--- config.mk ---
export PLATFORM = sky130hd
export DESIGN_NAME = node
export DESIGN_NICKNAME = d
export VERILOG_FILES = /design/src/rtl/node_pkg.sv /design/src/rtl/node_step.sv /design/src/rtl/node.sv
export SDC_FILE = /design/constraint.sdc
export NUM_CORES = 1
export LEC_CHECK = 0
export CORE_AREA = 2 2 196 198
export DETAILED_ROUTE_END_ITERATION = 7
export DIE_AREA = 0 0 198 200
export HOLD_SLACK_MARGIN = 0.05
export PLACE_DENSITY = 0.56
export SYNTH_ARGS = -nofsm -noshare
export SYNTH_HDL_FRONTEND = slang
export SYNTH_SLANG_ARGS = --single-unit
--- constraint.sdc ---
create_clock -name clk -period 10.29 [get_ports clk]
set_clock_uncertainty 0.2 [all_clocks]
set_input_delay 2.058 -clock clk [delete_from_list [all_inputs] [get_ports clk]]
set_output_delay 2.058 -clock clk [all_outputs]
set_load 0.03 [all_outputs]
--- src/rtl/node_pkg.sv ---
// node_pkg -- shared types and constants for the node chain.
//   q16_t        : signed two's-complement Q16.16 coordinate
//   Q16_MAX/MIN  : saturation rails
//   DEF_*        : default parameter values for node
//   sat34()      : saturate a wide sum back into q16_t
package node_pkg;

  typedef logic signed [31:0] q16_t;

  localparam q16_t Q16_MAX = 32'sh7FFF_FFFF;
  localparam q16_t Q16_MIN = 32'sh8000_0000;

  localparam q16_t DEF_INIT_SPACING = 32'sh000A_0000;  // 10.0
  localparam q16_t DEF_MAX_STEP     = 32'sh0004_0000;  // 4.0
  localparam q16_t DEF_GRAVITY      = 32'sh0000_4000;  // 0.25

  // Sums of a q16 and a clamped 33-bit delta always fit in 34 bits.
  function automatic q16_t sat34(input logic signed [33:0] v);
    if (v > 34'sh0_7FFF_FFFF)       return Q16_MAX;
    else if (v < -34'sh0_8000_0000) return Q16_MIN;
    else                            return q16_t'(v[31:0]);
  endfunction

endpackage

--- src/rtl/node_step.sv ---
// node_step -- combinational clamp-and-add for one axis.
//   pos   : current coordinate (q16)
//   delta : requested move, 33-bit signed so target-pos never wraps
//   limit : positive magnitude bound for delta
//   sum   : sat(pos + clamp(delta, -limit, +limit))
module node_step
  import node_pkg::*;
(
  input  q16_t               pos,
  input  logic signed [32:0] delta,
  input  q16_t               limit,
  output q16_t               sum
);

  logic signed [32:0] lim;
  logic signed [32:0] d_c;

  always_comb begin
    lim = 33'(limit);
    d_c = delta;
    if (delta > lim)       d_c = lim;
    else if (delta < -lim) d_c = -lim;
    sum = sat34(34'(pos) + 34'(d_c));
  end

endmodule

--- src/rtl/node.sv ---
// node -- one link of a follow-the-leader chain, Q16.16 coordinates.
//   Head (NODE_ID==1) steps toward (x_mouse, y_mouse) on ctrl_a, each axis
//   limited to MAX_STEP. Other nodes load (new_x, new_y) on ctrl_a and,
//   when NODE_GRAVITY_EN is defined, fall by GRAVITY on ctrl_b alone.
//   ctrl_a wins over ctrl_b. All sums saturate.
// Ports:
//   clk, reset (async, active low)
//   ctrl_a, ctrl_b      : update strobes
//   new_x, new_y        : constrained candidate (non-head)
//   x_mouse, y_mouse    : target (head)
//   x_pos, y_pos        : registered position
// Config macro: NODE_GRAVITY_EN enables the ctrl_b gravity update.
module node
  import node_pkg::*;
#(
  parameter int   NODE_ID      = 1,
  parameter q16_t INIT_SPACING = DEF_INIT_SPACING,
  parameter q16_t MAX_STEP     = DEF_MAX_STEP,
  parameter q16_t GRAVITY      = DEF_GRAVITY
) (
  input  logic        clk,
  input  logic        reset,
  input  logic        ctrl_a,
  input  logic        ctrl_b,
  input  logic [31:0] new_x,
  input  logic [31:0] new_y,
  input  logic [31:0] x_mouse,
  input  logic [31:0] y_mouse,
  output logic [31:0] x_pos,
  output logic [31:0] y_pos
);

  localparam bit IS_HEAD = (NODE_ID == 1);

  // Reset x is the product truncated to 32 bits.
  localparam logic [63:0] RST_PROD = 64'(NODE_ID - 1) * 64'($unsigned(INIT_SPACING));
  localparam q16_t        RST_X    = q16_t'(RST_PROD[31:0]);

  q16_t x_q, y_q;
  q16_t x_step, y_step;
  q16_t lim_y;
  logic signed [32:0] dx, dy, dy_in;

  assign x_pos = x_q;
  assign y_pos = y_q;

  // 33-bit differences: the full q16 range apart cannot overflow.
  assign dx = 33'($signed(x_mouse)) - 33'(x_q);
  assign dy = 33'($signed(y_mouse)) - 33'(y_q);

  // The y-axis step unit doubles as the gravity adder on non-head nodes.
`ifdef NODE_GRAVITY_EN
  assign dy_in = IS_HEAD ? dy : 33'(GRAVITY);
  assign lim_y = IS_HEAD ? MAX_STEP : GRAVITY;
`else
  assign dy_in = dy;
  assign lim_y = MAX_STEP;
`endif

  node_step u_step_x (.pos(x_q), .delta(dx),    .limit(MAX_STEP), .sum(x_step));
  node_step u_step_y (.pos(y_q), .delta(dy_in), .limit(lim_y),    .sum(y_step));

  always_ff @(posedge clk or negedge reset) begin
    if (!reset) begin
      x_q <= RST_X;
      y_q <= '0;
    end else if (ctrl_a) begin
      if (IS_HEAD) begin
        x_q <= x_step;
        y_q <= y_step;
      end else begin
        x_q <= new_x;
        y_q <= new_y;
      end
    end
`ifdef NODE_GRAVITY_EN
    else if (ctrl_b && !IS_HEAD) begin
      y_q <= y_step;
    end
`endif
  end

endmodule

# After elaboration in Yosys (flattened, before gate mapping)
# Cells that the tools add are included.
[classes]
n_lt_le_gt_ge = 8
n_mux = 8
add_sub_neg = 4
[op_table]
columns = ["op", "n"]
rows = [
  ["$mux W33", 4],
  ["$mux W32", 4],
  ["$add A32 B33 Y34", 2],
  ["$gt A34 B32 Y1 const B", 2],
  ["$lt A34 B32 Y1 const B", 2],
  ["$gt A33 B20 Y1 const B", 2],
  ["$lt A33 B19 Y1 const B", 2],
  ["$sub A32 B32 Y33", 2],
]
[totals]
elab_cells = 22
output_inout_bits = 64
register_bits = 64

# Logic depth before layout (Yosys ltp)
[depth]
ltp_word = 8
depth_mapped = 32
ltp_nobuf = 28

# By module
# From an unflattened synthesis, not the netlist that was laid out.
[unflattened]
cells_unflattened = 2263
hier_area_um2 = 16350.7
[by_module_without_submodules]
columns = ["mod", "cells_each", "seq_area_each_um2", "area_each_um2", "instances"]
rows = [
  ["node", 757, 1601.5, 5920.7, 1],
  ["node_step at u_step_y", 782, 0.0, 5273.8, 1],
  ["node_step at u_step_x", 724, 0.0, 5156.2, 1],
]

# Least setup slack after synthesis
# OpenSTA, ideal clock, no wires.
[synth_timing]
kind = "in2reg"
start = "input port x_mouse[0]"
end = "register x_q[0], in the netlist x_pos[0]"
required_ps = 9964
cell_stages = 30
t_arrival_ps = 8937
n_path_buf = 3
setup_slack_ps = 1027
cell_sequence = "inv_1 > ha_1 > fa_1 > and2b_1 > o221a_2 > o22ai_2 > o41ai_2 > a31oi_1 > a41oi_1 > xnor2_1 > nand4b_1 > nor4_1 > nand3_1 > ha_1 > clkbuf_1 > clkbuf_1 > nor3_1 > ha_1 > fa_1 > a21oi_1 > o211ai_1 > a221oi_1 > o21ai_0 > a31oi_1 > o21bai_1 > a41o_1 > xor2_1 > a31o_2 > buf_2 > a221o_1"
[synth_via]
elab_chain_len = 8
word_cells_on_any_way = 10
[synth_lines]
columns = ["item", "line", "source"]
rows = [
  ["from (decl)", "node.sv:27", "input logic [31:0] x_mouse,"],
  ["$sub A32 B32 Y33 *", "node.sv:48", "assign dx = 33'($signed(x_mouse)) - 33'(x_q);"],
  ["$lt A33 B19 Y1", "node_step.sv:22", "else if (delta < -lim) d_c = -lim;"],
  ["$mux W33", "node_step.sv:22", ""],
  ["$mux W33 *", "node_step.sv:21", "if (delta > lim) d_c = lim;"],
  ["$add A32 B33 Y34 *", "node_step.sv:23", "sum = sat34(34'(pos) + 34'(d_c));"],
  ["$lt A34 B32 Y1", "node_pkg.sv:20", "else if (v < -34'sh0_8000_0000) return Q16_MIN;"],
  ["$mux W32", "node_pkg.sv:20", ""],
  ["$mux W32 *", "node_pkg.sv:19", "if (v > 34'sh0_7FFF_FFFF) return Q16_MAX;"],
  ["to (signal assigned)", "node.sv:69", "x_q <= x_step;"],
  ["to (signal assigned)", "node.sv:72", "x_q <= new_x;"],
  ["to (decl)", "node.sv:39", "q16_t x_q, y_q;"],
]
# Every way passes the cells marked *; elsewhere a longest branch is shown, timed or not.
# A chain may end at the register's enable or synchronous reset.

# Final worst setup path
[layout_timing]
start = "input port x_mouse[0]"
end = "register x_q[6], in the netlist x_pos[6]"
# Same word-level chain as after synthesis.

==> summary.md <==
In the post-synthesis netlist, the biggest area contributors are ha_1, dfrtp_1, a21oi_1, xnor2_1, nor2_1. Compared with the post-synthesis result, the final layout area differs by 20.8%. The count of nets left with antenna violations once routing finished came out at 0. The Yosys step of the flow raised 0 warnings. For this run, the slowest stage of the critical path takes 710 ps. The clock passes through at most 2 buffers. Buffers placed on the I/O ports in this run total 130. The required time of the worst setup path is 10,370 ps, and the setup TNS is 0 ps.

In this run, synthesis produced a sequential element count of 64. The logs give 0 for the number of antenna diodes and 3,982 for the count of fill cells added during filler insertion. The count of vias placed by the detailed router was 11,847; the share of the synthesized area in the top cell type was 14.8%. The mean instance size in the synthesized netlist came out at 7.43 um2. The critical path in this run is classified as input pin to flip-flop. The number of clock buffers added by TritonCTS is 9. In this run the clock root is driven by a clkbuf_16.

The run gives 64 as the total number of clock tree sinks. The via count of the first global-routing pass was 11,368; the relative max-transition margin was 36.3%. Initial antenna violation count: 0.

The slowest library cell on the worst path is a31o_2. In the final layout, flip-flops and latches occupy 1600 um2. The number of setup violations in the final report was 0; the share of synthesized area occupied by flip-flops and latches was 14.4%. For the global placement routability congestion, the log shows 0.916.

The post-route clock period utilization works out to 93.5%. For the critical path arrival, the log shows 9700 ps. The most numerous cell type found on the critical path is ha_1. The pre-antenna-repair detailed-routing pass consisted of 5 iterations. For this configuration, the core starts out at a cell density of 29.8%. Cells with a size suffix above 1 make up 6.47% of the layout. After layout, the minimum clock period comes to 9620 ps. The run gives 39,600 um2 as the die area. The cell with the most instances after synthesis is a21oi_1. For this block, the routed nets add up to 37.4 mm of wire. The routing usage on met2 was 32.9%; the multi-input combinational cell area was 8860 um2. For the area of the mapped netlist, the log shows 11,100 um2.

The worst setup path is launched from an input pin. The tools report the kind of end point of the critical path as a flip-flop. Post-CTS repair changed the size of 0 cells. Maximum net fanout on the critical path: 31.

Met3 routing resource usage after global routing: 1.75%. The HPWL after detailed placement is 29.8 mm. The number of flops mapped to enable cells by yosys was 0; the cell row count was 71. Of all flip-flops after synthesis, the portion carrying an async set or reset was 100%. For this run the aggregate overflow at the end of global routing stands at 0. For the count of boundary I/O pins, the log shows 196. The run finished with clean final reports. By count the netlist is led by a21oi_1, nor2_1, ha_1, nand2_1, inv_1. The final count of pins violating max slew was 0; the count of unique library cells instantiated by Yosys was 81.

Setup repair after global routing left no endpoint under its margin. Entering global routing, the biggest net connects 72 pins. At the pin with the least slew margin, the transition time is 956 ps. In this run, post-CTS hold repair placed 0 buffers.

Count of endpoints failing hold in the final timing report: 0. The most used routing layer was met2. Global routing used 24.4% of the available met1 tracks. The run gives 1,499 as the number of standard cells after synthesis. For this run, the leading register cell type out of synthesis is dfrtp_1. The achievable frequency was 104 MHz; the number of DRC violations after detailed routing was 0. The first global-routing pass estimated 59.2 mm of wire. Of all cell types, the one taking the most synthesized area is ha_1. In the routed layout, each cell is associated on average with a via count of 5.55. The clock input transition at the sequential cells of the worst setup and hold paths was 60 ps.

The path class of the tightest hold or removal check is flip-flop to flip-flop. The y dimension of the die is 200 um. The logs give 0 for the total setup buffers inserted after CTS and 685 for the DRC marker count from the first detailed-route iteration. The combined global-route utilization of all metal layers came out at 18.6%. Average wire length per cell after detail routing: 17.5 um.

The core region is 37,400 um2. The die width works out to 198 um. The number of nets handed over by synthesis was 1,767. For this run, the post-layout net count is 1,885. The run gives 0 as the max-cap violation count.

The maximum level of the CTS H-tree was 3. TritonCTS built the clock tree. For the worst-skew pair, the clock arrives at the later sink with an insertion delay of 350 ps.
through the flow:
| stage | hold slack, ps | utilization (%) | instances | instance area [um2] | setup slack [ps] |
|---|---|---|---|---|---|
| finish | 390 | 36.0 | 2133 | 13400 | 669 |
| CTS | 395 | 36.0 | 2133 | 13400 | 622 |
| detailed placement | 379 | 35.1 | 2117 | 13100 | 305 |
| global route | 427 | 36.0 | 2133 | 13400 | 86.0 |
| floorplan | 481 | - | 1499 | 11100 | 1030 |
| global placement | 379 | 35.1 | 2117 | 13100 | 382 |
cell families after synthesis:
| group | synth area share, % |
|---|---|
| AOI/OAI and AO/OA | 34.0 |
| muxes | 0.540 |
| adders and majority gates | 15.6 |
| buffers and inverters | 6.14 |
| and+or+nand+nor | 21.2 |
| xor gates and xnor gates | 8.18 |
| DFF | 14.4 |
metal layers:
layer | part of all wire, % | wire length (um)
met3 | 4.2 | 1570
met5 | 0 | 0
met1 | 46 | 17300
met4 | 1.5 | 546
met2 | 48 | 18000
cell usage in the layout, fill, tap and decap left out, types with 27 or more instances in the layout:
cell type / n
nand4_1: 34
nor3_1: 41
inv_1: 97
a31oi_1: 27
xnor2_1: 62
nand2_1: 104
nand3_1: 34
ha_1: 132
o21ai_0: 88
xor2_1: 42
nor2_1: 135
a221o_1: 33
a21oi_1: 156
dfrtp_1: 64
a21o_1: 49
buf_4: 47
clkdlybuf4s50_1: 128
cell type report:
type | count | area share [%]
Clock buffer | 14 | 2.11
Timing Repair Buffer | 177 | 12.3
Sequential cell | 64 | 11.9
Multi-Input combinational cell | 1267 | 65.9
Tap cell | 511 | 4.75
Inverter | 98 | 2.74
Clock inverter | 2 | 0.261
registers in the layout (all words and copies together), names as in the netlist:
register  count
x_pos        32
y_pos        32
critical path: cells and delay by family:
kind                     cells  cell delay, ps
adder cells (fa/ha/maj)      4            1370
XOR/XNOR                     2             290
buffers and inverters        4             920
AND/OR/NAND/NOR              6            1290
AO/OA/AOI/OAI               13            3750
path summary, 6_finish.rpt:
kind,from,to,slack (ps),cells past startpoint
min,x_pos[12]$_DFFE_PN0P_,x_pos[12]$_DFFE_PN0P_,390,1
max in group asynchronous,reset,y_pos[26]$_DFFE_PN0P_,7600,1
max,x_mouse[0],x_pos[6]$_DFFE_PN0P_,670,29
min reg2reg,x_pos[12]$_DFFE_PN0P_,x_pos[12]$_DFFE_PN0P_,390,1
min in group asynchronous,reset,x_pos[4]$_DFFE_PN0P_,1650,1
max reg2reg,x_pos[0]$_DFFE_PN0P_,x_pos[6]$_DFFE_PN0P_,2440,27
Power is not shown: default switching activity piles up to over one toggle a cycle in this logic, so the estimate is an artifact.
==> edit (same flow settings) <==
Put one more register stage on the output `y_pos`, with the module's reset. The value now appears one clock later. The other outputs are not delayed to match. Comments in the files are not updated.
--- a/src/rtl/node.sv
+++ b/src/rtl/node.sv
@@ -44,3 +44,9 @@
   assign x_pos = x_q;
-  assign y_pos = y_q;
+  always_ff @(posedge clk or negedge reset) begin
+    if (!reset) begin
+      y_pos <= '0;
+    end else begin
+      y_pos <= y_q;
+    end
+  end
 
Formal check against the unedited RTL: not equivalent (Yosys sat finds a counterexample within 4 cycles, from zero or initial values and one cycle with reset low).
==> edit against the unedited design <==
Synthesized cell count fell by 1.1%. Design area rose by 7.0%. Sequential cell count rose by 32. Highest routed layer unchanged. Largest cell class unchanged. Routed wire length fell by 0.95%. Setup slack got worse by 0.18 ns. Synthesized area rose by 4.8%. Critical path depth rose by 5.
Power is left out: the tool's default activity adds up to more than one toggle a clock period on the data nets, which glitch-free logic cannot reach.
==> edit: results (changes against the unedited design) <==
The flow ran to the end, and the final reports show no timing, DRC or antenna violations. The number of global-route vias before repair was 11300 (-0.51%). The final weighted congestion in routability-driven placement came out at 0.906 (-1.1%). The worst hold path terminates at y_pos[28]$_DFF_PN0_.

Ranked by instance count, the synthesized netlist is headed by sky130_fd_sc_hd__a21oi_1, sky130_fd_sc_hd__ha_1, sky130_fd_sc_hd__nor2_1. The delay contributed by the slowest stage of the critical path is 0.45 ns (-0.26 ns). The share of the synthesized netlist area taken by xor and xnor gates came out at 0.0691 (-0.0127). The worst slack at placement came out at 0.172 ns (-0.133 ns). The worst endpoint data arrival time came out at 9.89 ns (+0.19 ns). The relative max-transition margin was 0.494 (+0.131). The maximum fanout encountered on the critical timing path is 26 (-16%). The sum of net half-perimeters after detailed placement came out at 30600 µm (+2.8%).

The number of design-rule violations left by the first detailed-router iteration came out at 522 (-24%). Following the worst setup path forward leads to its endpoint at y_q[18]$_DFFE_PN0P_. The mean post-synth cell area was 7.86 µm² (+5.9%). The unique cell type count in the Yosys netlist is 82 (+1.2%).

The fraction of the yosys area taken by sequential cells was 0.206 (+0.0621). The area share of fa/ha/maj cells after synthesis is 0.148 (-0.00706). The worst-case reg-to-reg path depth was 32 (+19%).

The hold-critical path depth came out at 0 (-1). The worst register-to-register path begins at y_q[4]$_DFFE_PN0P_. In this run the most critical hold path is launched from y_q[28]$_DFFE_PN0P_. The top achievable clock speed came out at 0.102 GHz (-1.9%).

The overall global routing resource usage is 0.185 (-0.00122). The register-to-register setup slack is 2.20 ns (-0.24 ns). The critical path starts at y_mouse[0]. The global-route wire length before repair came out at 58600 µm (-0.97%). The proportion of layout cells with a drive suffix above 1 was 0.0839 (+0.0192). The total number of nets in the final design came out at 1921 (+1.9%). The clock insertion delay at the later pin of the skew report is 0.36 ns.

The total number of vias was 11700 (-1.7%). The wire length per cell came out at 17.1 µm (-2.5%). In the post-synthesis netlist, the biggest area contributors are sky130_fd_sc_hd__dfrtp_1, sky130_fd_sc_hd__ha_1, sky130_fd_sc_hd__a21oi_1.

Among all stages on the critical path, the largest delay is contributed by sky130_fd_sc_hd__clkdlybuf4s50_1. The number of iterations in the first detailed-routing pass came out at 5 (unchanged). The final cell count without fillers is 2168 (+1.6%).

The share of the synthesized area in compound gates (AO/OA/AOI/OAI) is 0.333 (-0.00772). The total nets after synthesis came out at 1751 (-0.91%). The mux share of post-synthesis cell area is 0.00526 (-0.000138). The pin count of the biggest net entering global routing came out at 64 (-11%).
edit: changes by cell type in the layout (fill, tap and decap cells not counted), sizes merged, moves of 14 or more:
| cell | change |
|---|---|
| buf | +40 |
| dfrtp | +32 |
| nor2 | -15 |
| o21a | +18 |
| o2111ai | -17 |
| a22oi | +29 |
| o21ai | -19 |
| a31oi | -14 |
edit: routing by layer:
layer  share of wire  vias up  track usage
li1                -     5920            -
met1            0.46     5478        0.233
met2            0.49      212        0.336
met3           0.027       40       0.0143
met4           0.020        0       0.0565
met5               0        -            0
edit: per-stage QoR:
step,hold slack [ns],instance area (µm²)
floorplan,0.180,11700
global placement,0.225,14100
detailed placement,0.224,14100
CTS,0.241,14400
global route,0.251,14400
finish,0.242,14400
edit: layout make-up:
class	count	area (µm²)
clock buffer	10	229
clock inverter	5	63.8
fill	3907	23000
inverter	98	368
multi-input combinational	1230	8680
sequential	96	2400
tap	511	639
timing repair buffer	218	2010
